$ cat config.mk
export PLATFORM = sky130hd
export DESIGN_NAME = reg_read_unit
export DESIGN_NICKNAME = d
export VERILOG_FILES = /design/src/rtl/reg_read_unit.sv
export SDC_FILE = /design/constraint.sdc
export NUM_CORES = 1
export LEC_CHECK = 0
export CAP_MARGIN = 10
export CELL_PAD_IN_SITES_DETAIL_PLACEMENT = 1
export CELL_PAD_IN_SITES_GLOBAL_PLACEMENT = 1
export CORE_AREA = 2 2 451 453
export DETAILED_ROUTE_END_ITERATION = 10
export DIE_AREA = 0 0 453 455
export PLACE_DENSITY = 0.41
export RECOVER_POWER = 100
export SYNTH_ARGS = -nofsm -noshare
export SYNTH_HDL_FRONTEND = slang
export SYNTH_SLANG_ARGS = --single-unit
$ cat constraint.sdc
create_clock -name clk -period 2.7 [get_ports clk]
set_input_delay 0.54 -clock clk [delete_from_list [all_inputs] [get_ports clk]]
set_output_delay 0.54 -clock clk [all_outputs]
set_load 0.005 [all_outputs]
$ cat src/rtl/reg_read_unit.sv
// Register read unit: two-operand read with writeback forwarding,
// a pending-write scoreboard and a one-entry registered response slot.
module reg_read_unit #(
    parameter int unsigned reg_size = 32,
    parameter int unsigned mem_size = 32,
    parameter bit          ZERO_REG = 1'b1,
    parameter int unsigned AW       = $clog2(mem_size)
) (
    input  logic                               clk,
    input  logic                               rst_n,
    input  logic [mem_size-1:0][reg_size-1:0]  regs,
    input  logic                               req_valid,
    output logic                               req_ready,
    input  logic [AW-1:0]                      req_rs1,
    input  logic [AW-1:0]                      req_rs2,
    input  logic [AW-1:0]                      req_rd,
    input  logic                               req_rd_we,
    input  logic                               wb_valid,
    input  logic [AW-1:0]                      wb_addr,
    input  logic [reg_size-1:0]                wb_data,
    output logic                               rsp_valid,
    input  logic                               rsp_ready,
    output logic [reg_size-1:0]                rsp_rs1_data,
    output logic [reg_size-1:0]                rsp_rs2_data,
    output logic                               idle
);

    logic [mem_size-1:0] busy_q, busy_d;
    logic                rsp_valid_q, rsp_valid_d;
    logic [reg_size-1:0] rs1_data_q, rs1_data_d;
    logic [reg_size-1:0] rs2_data_q, rs2_data_d;

    logic rs1_zero, rs2_zero, rd_zero, wb_zero;
    logic wb_en;
    logic fwd_rs1, fwd_rs2;
    logic haz_rs1, haz_rs2;
    logic slot_free;
    logic accept;
    logic [reg_size-1:0] op1, op2;

    assign rs1_zero = ZERO_REG && (req_rs1 == '0);
    assign rs2_zero = ZERO_REG && (req_rs2 == '0);
    assign rd_zero  = ZERO_REG && (req_rd == '0);
    assign wb_zero  = ZERO_REG && (wb_addr == '0);

    // A hardwired-zero writeback neither forwards nor touches the scoreboard
    assign wb_en   = wb_valid && !wb_zero;
    assign fwd_rs1 = wb_en && (wb_addr == req_rs1);
    assign fwd_rs2 = wb_en && (wb_addr == req_rs2);

    assign haz_rs1 = busy_q[req_rs1] && !fwd_rs1 && !rs1_zero;
    assign haz_rs2 = busy_q[req_rs2] && !fwd_rs2 && !rs2_zero;

    assign slot_free = !rsp_valid_q || rsp_ready;
    assign req_ready = slot_free && !haz_rs1 && !haz_rs2;
    assign accept    = req_valid && req_ready;

    always_comb begin
        op1 = regs[req_rs1];
        if (rs1_zero) begin
            op1 = '0;
        end else if (fwd_rs1) begin
            op1 = wb_data;
        end
    end

    always_comb begin
        op2 = regs[req_rs2];
        if (rs2_zero) begin
            op2 = '0;
        end else if (fwd_rs2) begin
            op2 = wb_data;
        end
    end

    // Set after clear: a newly accepted writer is younger than the retiring one
    always_comb begin
        busy_d = busy_q;
        if (wb_en) begin
            busy_d[wb_addr] = 1'b0;
        end
        if (accept && req_rd_we && !rd_zero) begin
            busy_d[req_rd] = 1'b1;
        end
    end

    always_comb begin
        rsp_valid_d = rsp_valid_q;
        rs1_data_d  = rs1_data_q;
        rs2_data_d  = rs2_data_q;
        if (accept) begin
            rsp_valid_d = 1'b1;
            rs1_data_d  = op1;
            rs2_data_d  = op2;
        end else if (rsp_ready) begin
            rsp_valid_d = 1'b0;
        end
    end

    always_ff @(posedge clk) begin
        if (!rst_n) begin
            busy_q      <= '0;
            rsp_valid_q <= 1'b0;
            rs1_data_q  <= '0;
            rs2_data_q  <= '0;
        end else begin
            busy_q      <= busy_d;
            rsp_valid_q <= rsp_valid_d;
            rs1_data_q  <= rs1_data_d;
            rs2_data_q  <= rs2_data_d;
        end
    end

    assign rsp_valid    = rsp_valid_q;
    assign rsp_rs1_data = rs1_data_q;
    assign rsp_rs2_data = rs2_data_q;
    assign idle         = (busy_q == '0) && !rsp_valid_q;

endmodule

==> flow_metrics.tcl, run 1 <==
set metrics [dict create \
    status "complete, but fails checks" \
    violations "capacitance limit, slew limit, setup timing" \
    cp_slowest_cell "mux4_2" \
    rows 165 \
    ctsLongestPathBuffers 2 \
    io_pins 1149 \
    dr.pass1.iters 5 \
    rsz0062_at_grt "yes" \
    worstSetupPathType "register to output port" \
    hold_buffers 0 \
    clkSlewWorstSetupHoldPaths_ns 0.10 \
    grt_pass1_vias 28200 \
    synth_xor_area_share_pct 0.417 \
    wl_met3_um 18200 \
    antenna_found_initial 168 \
    synth_top_area_share_pct 42.7 \
    io_buffers 1148 \
    ys_seq_area_share_pct 9.25 \
    synth-simple-area-share_pct 8.91 \
    ys.flop_type "dfxtp_1" \
    cts_tree "yes" \
    worst-path-buf-inv 1 \
    finalInstanceArea_um2 38900 \
    cts.sinks 97 \
    gr-total-overflow 0 \
    coreArea_um2 201000 \
    initial_core_util_pct 10.4 \
    dieArea_um2 206000 \
    final_hold_viol_count 0 \
    timing.slew.headroom_pct -44.8 \
    clock.fmax_ghz 0.361 \
    grt_pass1_wl_um 291000 \
    drt_iter0_drc 2511 \
    vias_per_cell 4.56 \
    drive_gt1_share_pct 25.3 \
    cpPeakStageDelay_ns 0.47 \
    wl_met2_um 113000 \
    p_leak_nw 13.7 \
    syn_nets 3063 \
    ant_nets 0 \
    area_growth_pct 85.4 \
    hold-worst-slack_ns 0.466 \
    start_kind "register" \
    final_cells 5948 \
    route.vias.total 27100 \
    yosysUniqueCellTypes 56 \
    async_flop_share_pct 0 \
    crit_chain "mux4_2, mux2_2, a211oi_2, o21a_1, buf_2" \
    wire_per_inst_um 38.6 \
    drt-total-wl_um 230000 \
    cap_viol_max_count 1 \
    hold_path.class "register to register" \
    place_area_um2 38300 \
    muxShareOfSynthArea_pct 57.5 \
    cts_made_buffers 9 \
    ys_top_cells_by_area "mux4_2 43%, mux2i_1 14%, dfxtp_1 9.2%" \
    dp_hpwl_um 197000 \
    syn_avg_cell_area_um2 10.6 \
    globalplace.congestion 0.918 \
    post-place-cells 5858 \
    skew_ns 0.0220 \
    grt.total_usage_pct 21.3 \
    grt_max_degree 85 \
    synth_adder_area_share_pct 0 \
    min_period_ns 2.77 \
    yosysWarnings 0 \
    synth_compound_area_share_pct 18.0 \
    peakVddDrop_mv 0.257 \
    cts_max_level 3 \
    crit_family "multiplexers" \
    die_h_um 455 \
    synth_top_family_by_area "multiplexers" \
    wl_met1_um 90700 \
    syn-cell-area_um2 21000 \
    cts_root_buf "clkbuf_16" \
    synth_top_area_cell "mux4_2" \
    tightest_slew_ns 2.17 \
    setup_ws_ns -0.0706 \
    die_w_um 453 \
    ys_ff_latch 97 \
    drc 0 \
    finalMaxSlewViolations 85 \
    cp_data_required_time_ns 2.16 \
    p_total_mw 9.71 \
    worstPathMaxFanout 4 \
    clk_latency_ns 0.45 \
    crit_arrival_ns 2.23 \
    min_period_over_period_pct 103 \
    synth_enable_flop_cells 0 \
    setup_viol 2 \
    worstSetupEndpointType "output port" \
    fin_nets 4289 \
    synth_cells 1981 \
    cellPowerDensity_nw_per_um2 249 \
    highest_layer "met5" \
]
[power by group]
part	switching, mW	internal, mW
logic	3.03	3.53
clock network	0.879	0.674
registers	0.0754	1.52
[cell families (layout without fill, tap and decap cells)]
group	after synthesis	count (layout)
multiplexers	709	709
AO/OA/AOI/OAI	524	524
AND/OR/NAND/NOR	381	381
buffers and inverters	260	1491
flip-flops	97	97
XOR/XNOR	10	10
other	0	64
[sequential cells by signal, summed over array words and instances (netlist names)]
name,cells
rsp_rs1_data,32
rsp_valid,1
rsp_rs2_data,32
busy_q,32
[tightest hold or removal path, delay by kind of cell, from the launching register on]
| kind | cells | cell delay (ns) |
|---|---|---|
| flip-flops | 1 | 0.32 |
| multiplexers | 1 | 0.05 |
| AND/OR/NAND/NOR | 1 | 0.05 |
[synthesized netlist by cell type (all sizes together), types with 2 or more instances]
library cell and instances:
a211oi 2, a21boi 2, a21oi 91, a221oi 32, a22o 64, a22oi 151, a32oi 6, and2 5
and3 3, buf 125, clkbuf 132, dfxtp 97, inv 3, mux2 8, mux2i 303, mux4 398
nand2 168, nand2b 8, nand3 69, nand3b 10, nand4 63, nor2 16, nor2b 13, nor3 3
nor3b 3, nor4 9, o2111ai 2, o211ai 71, o21a 2, o21ai 62, o221ai 30, o41ai 2
or2 3, or3 3, or3b 3, xnor2 7, xor2 3
[routing by layer]
metal | up-vias | GRT usage [%]
met5 | - | 0
met4 | 88 | 7.60
met3 | 306 | 5.92
met2 | 1389 | 36.0
met1 | 14400 | 25.7
li1 | 11000 | -
[area by class of cell]
class                           count  area [µm²]
Fill cell                       23000      162000
Multi-Input combinational cell   1624       18100
Timing Repair Buffer             1472       15100
Tap cell                         2672        3340
Sequential cell                    97        1960
Clock buffer                       10         239
Antenna cell                       64         160
Clock inverter                      6        56.3
Inverter                            3        11.3
[per-stage QoR]
step	TNS [ns]	worst slack [ns]	utilization [%]
3_5_place_dp	-57.08	-1.02	19.0
3_3_place_gp	-60.03	-1.07	19.0
4_1_cts	-0.177	-0.177	19.2
2_1_floorplan	0	0.0297	-
5_1_grt	-0.420	-0.186	19.3
6_report	-0.104	-0.0706	19.3
[worst paths after layout]
check | from | to | slack (ns) | cells past startpoint
max | busy_q[23] | req_ready | -0.07 | 5
min | rsp_rs1_data[3] | rsp_rs1_data[3] | 0.47 | 2
max reg2reg | rsp_valid | rsp_rs1_data[8] | 0.16 | 9
min reg2reg | rsp_rs1_data[3] | rsp_rs1_data[3] | 0.47 | 2
[placed cells by master, fill, tap and decap left out, types with 4 or more instances in the layout]
| master | Yosys | final |
|---|---|---|
| a21oi_1 | 91 | 90 |
| a221oi_1 | 32 | 31 |
| a22o_1 | 64 | 64 |
| a22oi_1 | 151 | 150 |
| a32oi_1 | 6 | 6 |
| buf_12 | 6 | 91 |
| buf_4 | 8 | 224 |
| buf_6 | 2 | 8 |
| buf_8 | 1 | 4 |
| clkbuf_16 | 0 | 9 |
| clkbuf_2 | 0 | 4 |
| clkdlybuf4s50_1 | 0 | 1067 |
| dfxtp_1 | 97 | 85 |
| dfxtp_2 | 0 | 12 |
| diode_2 | 0 | 64 |
| dlygate4sd3_1 | 0 | 64 |
| mux2_2 | 8 | 8 |
| mux2i_1 | 303 | 303 |
| mux4_2 | 398 | 398 |
| nand2_1 | 168 | 168 |
| nand2b_1 | 8 | 7 |
| nand3_1 | 69 | 68 |
| nand3b_1 | 10 | 10 |
| nand4_1 | 63 | 63 |
| nor2_1 | 16 | 10 |
| nor2_4 | 0 | 5 |
| nor2b_1 | 13 | 7 |
| nor2b_4 | 0 | 6 |
| nor4_1 | 9 | 4 |
| nor4_4 | 0 | 4 |
| o211ai_1 | 70 | 70 |
| o21ai_0 | 61 | 61 |
| o221ai_1 | 30 | 29 |
| xnor2_1 | 7 | 6 |
[timing repair]
item	in CTS	in global routing
buffers inserted	3	8
gates resized for setup	25	33
pin swaps	8	8
setup endpoints to repair	67	11
No activity file was read; power rests on OpenSTA's default activity.
==> run 2, diff against run 1 <==
--- a/config.mk
+++ b/config.mk
@@ -13,6 +13,8 @@
 export DIE_AREA = 0 0 453 455
 export PLACE_DENSITY = 0.41
 export RECOVER_POWER = 100
+export SETUP_SLACK_MARGIN = 0.5
+export SLEW_MARGIN = 20
 export SYNTH_ARGS = -nofsm -noshare
 export SYNTH_HDL_FRONTEND = slang
 export SYNTH_SLANG_ARGS = --single-unit
==> run 2 against run 1 <==
  * The flow finishes with violations (setup timing)
  * Sequential cell count is the same
  * Fmax rose by 1.5%
  * Global-route usage up 0.18 points
  * Via count is essentially flat
  * Sequential share of layout area fell by 0.081 points
==> flow_metrics.tcl, run 2 (synthesis results as in run 1) <==
set metrics [dict create \
    status "complete, but fails checks" \
    ctsLongestPathBuffers 2 \
    finalMaxSlewViolations 0 \
    min_period_ns 2.73 \
    cpPeakStageDelay_ns 0.47 \
    busiest_layer "met2" \
    clkSlewWorstSetupHoldPaths_ns 0.09 \
    coreArea_um2 201000 \
    wire_per_inst_um 38.7 \
    grt_max_degree 88 \
    setup_ws_ns -0.0296 \
    start_kind "register" \
    worstPathMaxFanout 4 \
    dr.pass1.iters 5 \
    hold_buffers 0 \
    cap_viol_max_count 0 \
    reg2reg_from "busy_q[22]" \
    ant_nets 0 \
    drt_iter0_drc 2294 \
    worst-path-buf-inv 1 \
    setup_viol 1 \
    p_sw_share_pct 40.8 \
    final_common_cell "clkdlybuf4s50_1" \
    dp_hpwl_um 196000 \
    crit_chain "mux4_2, mux2_4, a211oi_4, o21a_2, buf_2" \
    route.vias.total 27100 \
    dieArea_um2 206000 \
    final_cells 5984 \
    initial_core_util_pct 10.4 \
    cp_data_required_time_ns 2.16 \
    cts_tree "yes" \
    violations "setup timing" \
    die_w_um 453 \
    critPathLaunch "busy_q[22]" \
    seq_power_share_pct 16.3 \
    clock.fmax_ghz 0.366 \
    groute.layer.met3.usage_pct 5.46 \
    p_leak_nw 14.0 \
    io_pins 1149 \
    peakVddDrop_mv 0.290 \
    cts.sinks 97 \
    crit_family "multiplexers" \
    pwr-share-clk_pct 15.0 \
    worstSetupEndpointType "output port" \
    post-place-cells 5857 \
    cts_made_buffers 9 \
    skew_ns 0.0254 \
    area_growth_pct 88.8 \
    drive_gt1_share_pct 26.9 \
    gr-total-overflow 0 \
    met1_usage_pct 26.2 \
    p_switching_mw 3.98 \
    cts_max_level 3 \
    final_cell_mix "1066 x clkdlybuf4s50_1, 398 x mux4_2, 302 x mux2i_1" \
    timing.slew.headroom_pct 54.8 \
    grt_pass1_vias 28600 \
    fin_nets 4319 \
    io_buffers 1148 \
    crit_arrival_ns 2.19 \
    utilization_pct 19.7 \
    drc 0 \
    clk_latency_ns 0.45 \
    grt_pass1_wl_um 294000 \
    final_hold_viol_count 0 \
    worstSetupPathType "register to output port" \
    min_period_over_period_pct 101 \
    fill_cells 23000 \
    globalplace.congestion 0.932 \
    power_frac_comb_pct 68.7 \
    grt.total_usage_pct 21.5 \
    cp_slowest_cell "mux4_2" \
    rows 165 \
    cellPowerDensity_nw_per_um2 246 \
    drt-total-wl_um 232000 \
    cts_root_buf "clkbuf_16" \
    vias_per_cell 4.53 \
    rsz0062_at_grt "yes" \
    hold_path_startpoint "rst_n" \
    internal_power_mw 5.78 \
    tightest_slew_ns 0.679 \
    hold_path.class "input port to register" \
    met2_usage_pct 36.2 \
    die_h_um 455 \
    antenna_found_initial 135 \
]
-- run 2: cell type report --
class                      instances  area, µm²  area share, %
antenna                           72        180          0.454
clock buffer                       9        225          0.568
clock inverter                     5       40.0          0.101
inverter                           3       11.3         0.0284
multi-input combinational       1624      18200           45.9
sequential                        97       1960           4.94
tap                             2672       3340           8.43
timing repair buffer            1502      15700           39.6
-- run 2: path summary, 6_finish.rpt --
check                                         to  slack, ns  cells after the start
worst max-delay path                   req_ready      -0.03                      5
worst min-delay path                  busy_q[28]       0.40                      3
worst max register to register  rsp_rs1_data[11]       0.09                     10
worst min register to register  rsp_rs2_data[23]       0.46                      2
-- run 2: worst reg2reg max path, delay by kind of cell, from the launching register on --
kind                   cells  cell delay, ns
AOI/OAI and AO/OA          2            0.37
DFF                        1            0.35
buffers and inverters      5            0.85
muxes                      3            0.93
-- run 2: power by group through the flow --
stage / Combinational (mW) / Clock [mW] / Sequential [mW]
3_5_place_dp: 6.54 / 0 / 1.63
6_report: 6.71 / 1.46 / 1.59
2_1_floorplan: 2.56 / 0 / 1.61
4_1_cts: 6.73 / 1.55 / 1.60
5_1_grt: 7.02 / 1.58 / 1.60
3_3_place_gp: 6.54 / 0 / 1.63
-- run 2: timing repair --
item,CTS,global route
resized for setup,125,40
endpoints found under the hold margin,0,0
cloned,5,2
setup endpoints to repair,105,98
pin swaps,29,18
setup buffers,22,12
-- run 2: routing by layer --
metal	wire, µm	up-vias
li1	-	11100
met4	9260	66
met1	93700	14400
met2	113000	1270
met5	449	-
met3	15400	332
-- run 2: through the flow --
stage	setup WS, ns	cell area [µm²]	hold slack (ns)	total power [mW]	setup TNS, ns
final	-0.0296	39600	0.402	9.76	-0.0296
after global routing	-0.110	39600	0.371	10.2	-0.110
after CTS	-0.0883	39200	0.353	9.87	-0.0883
after detailed placement	-0.930	38300	0.455	8.17	-47.71
after global placement	-0.943	38300	0.446	8.17	-45.47
after floorplan	0.185	21100	0.449	4.17	0
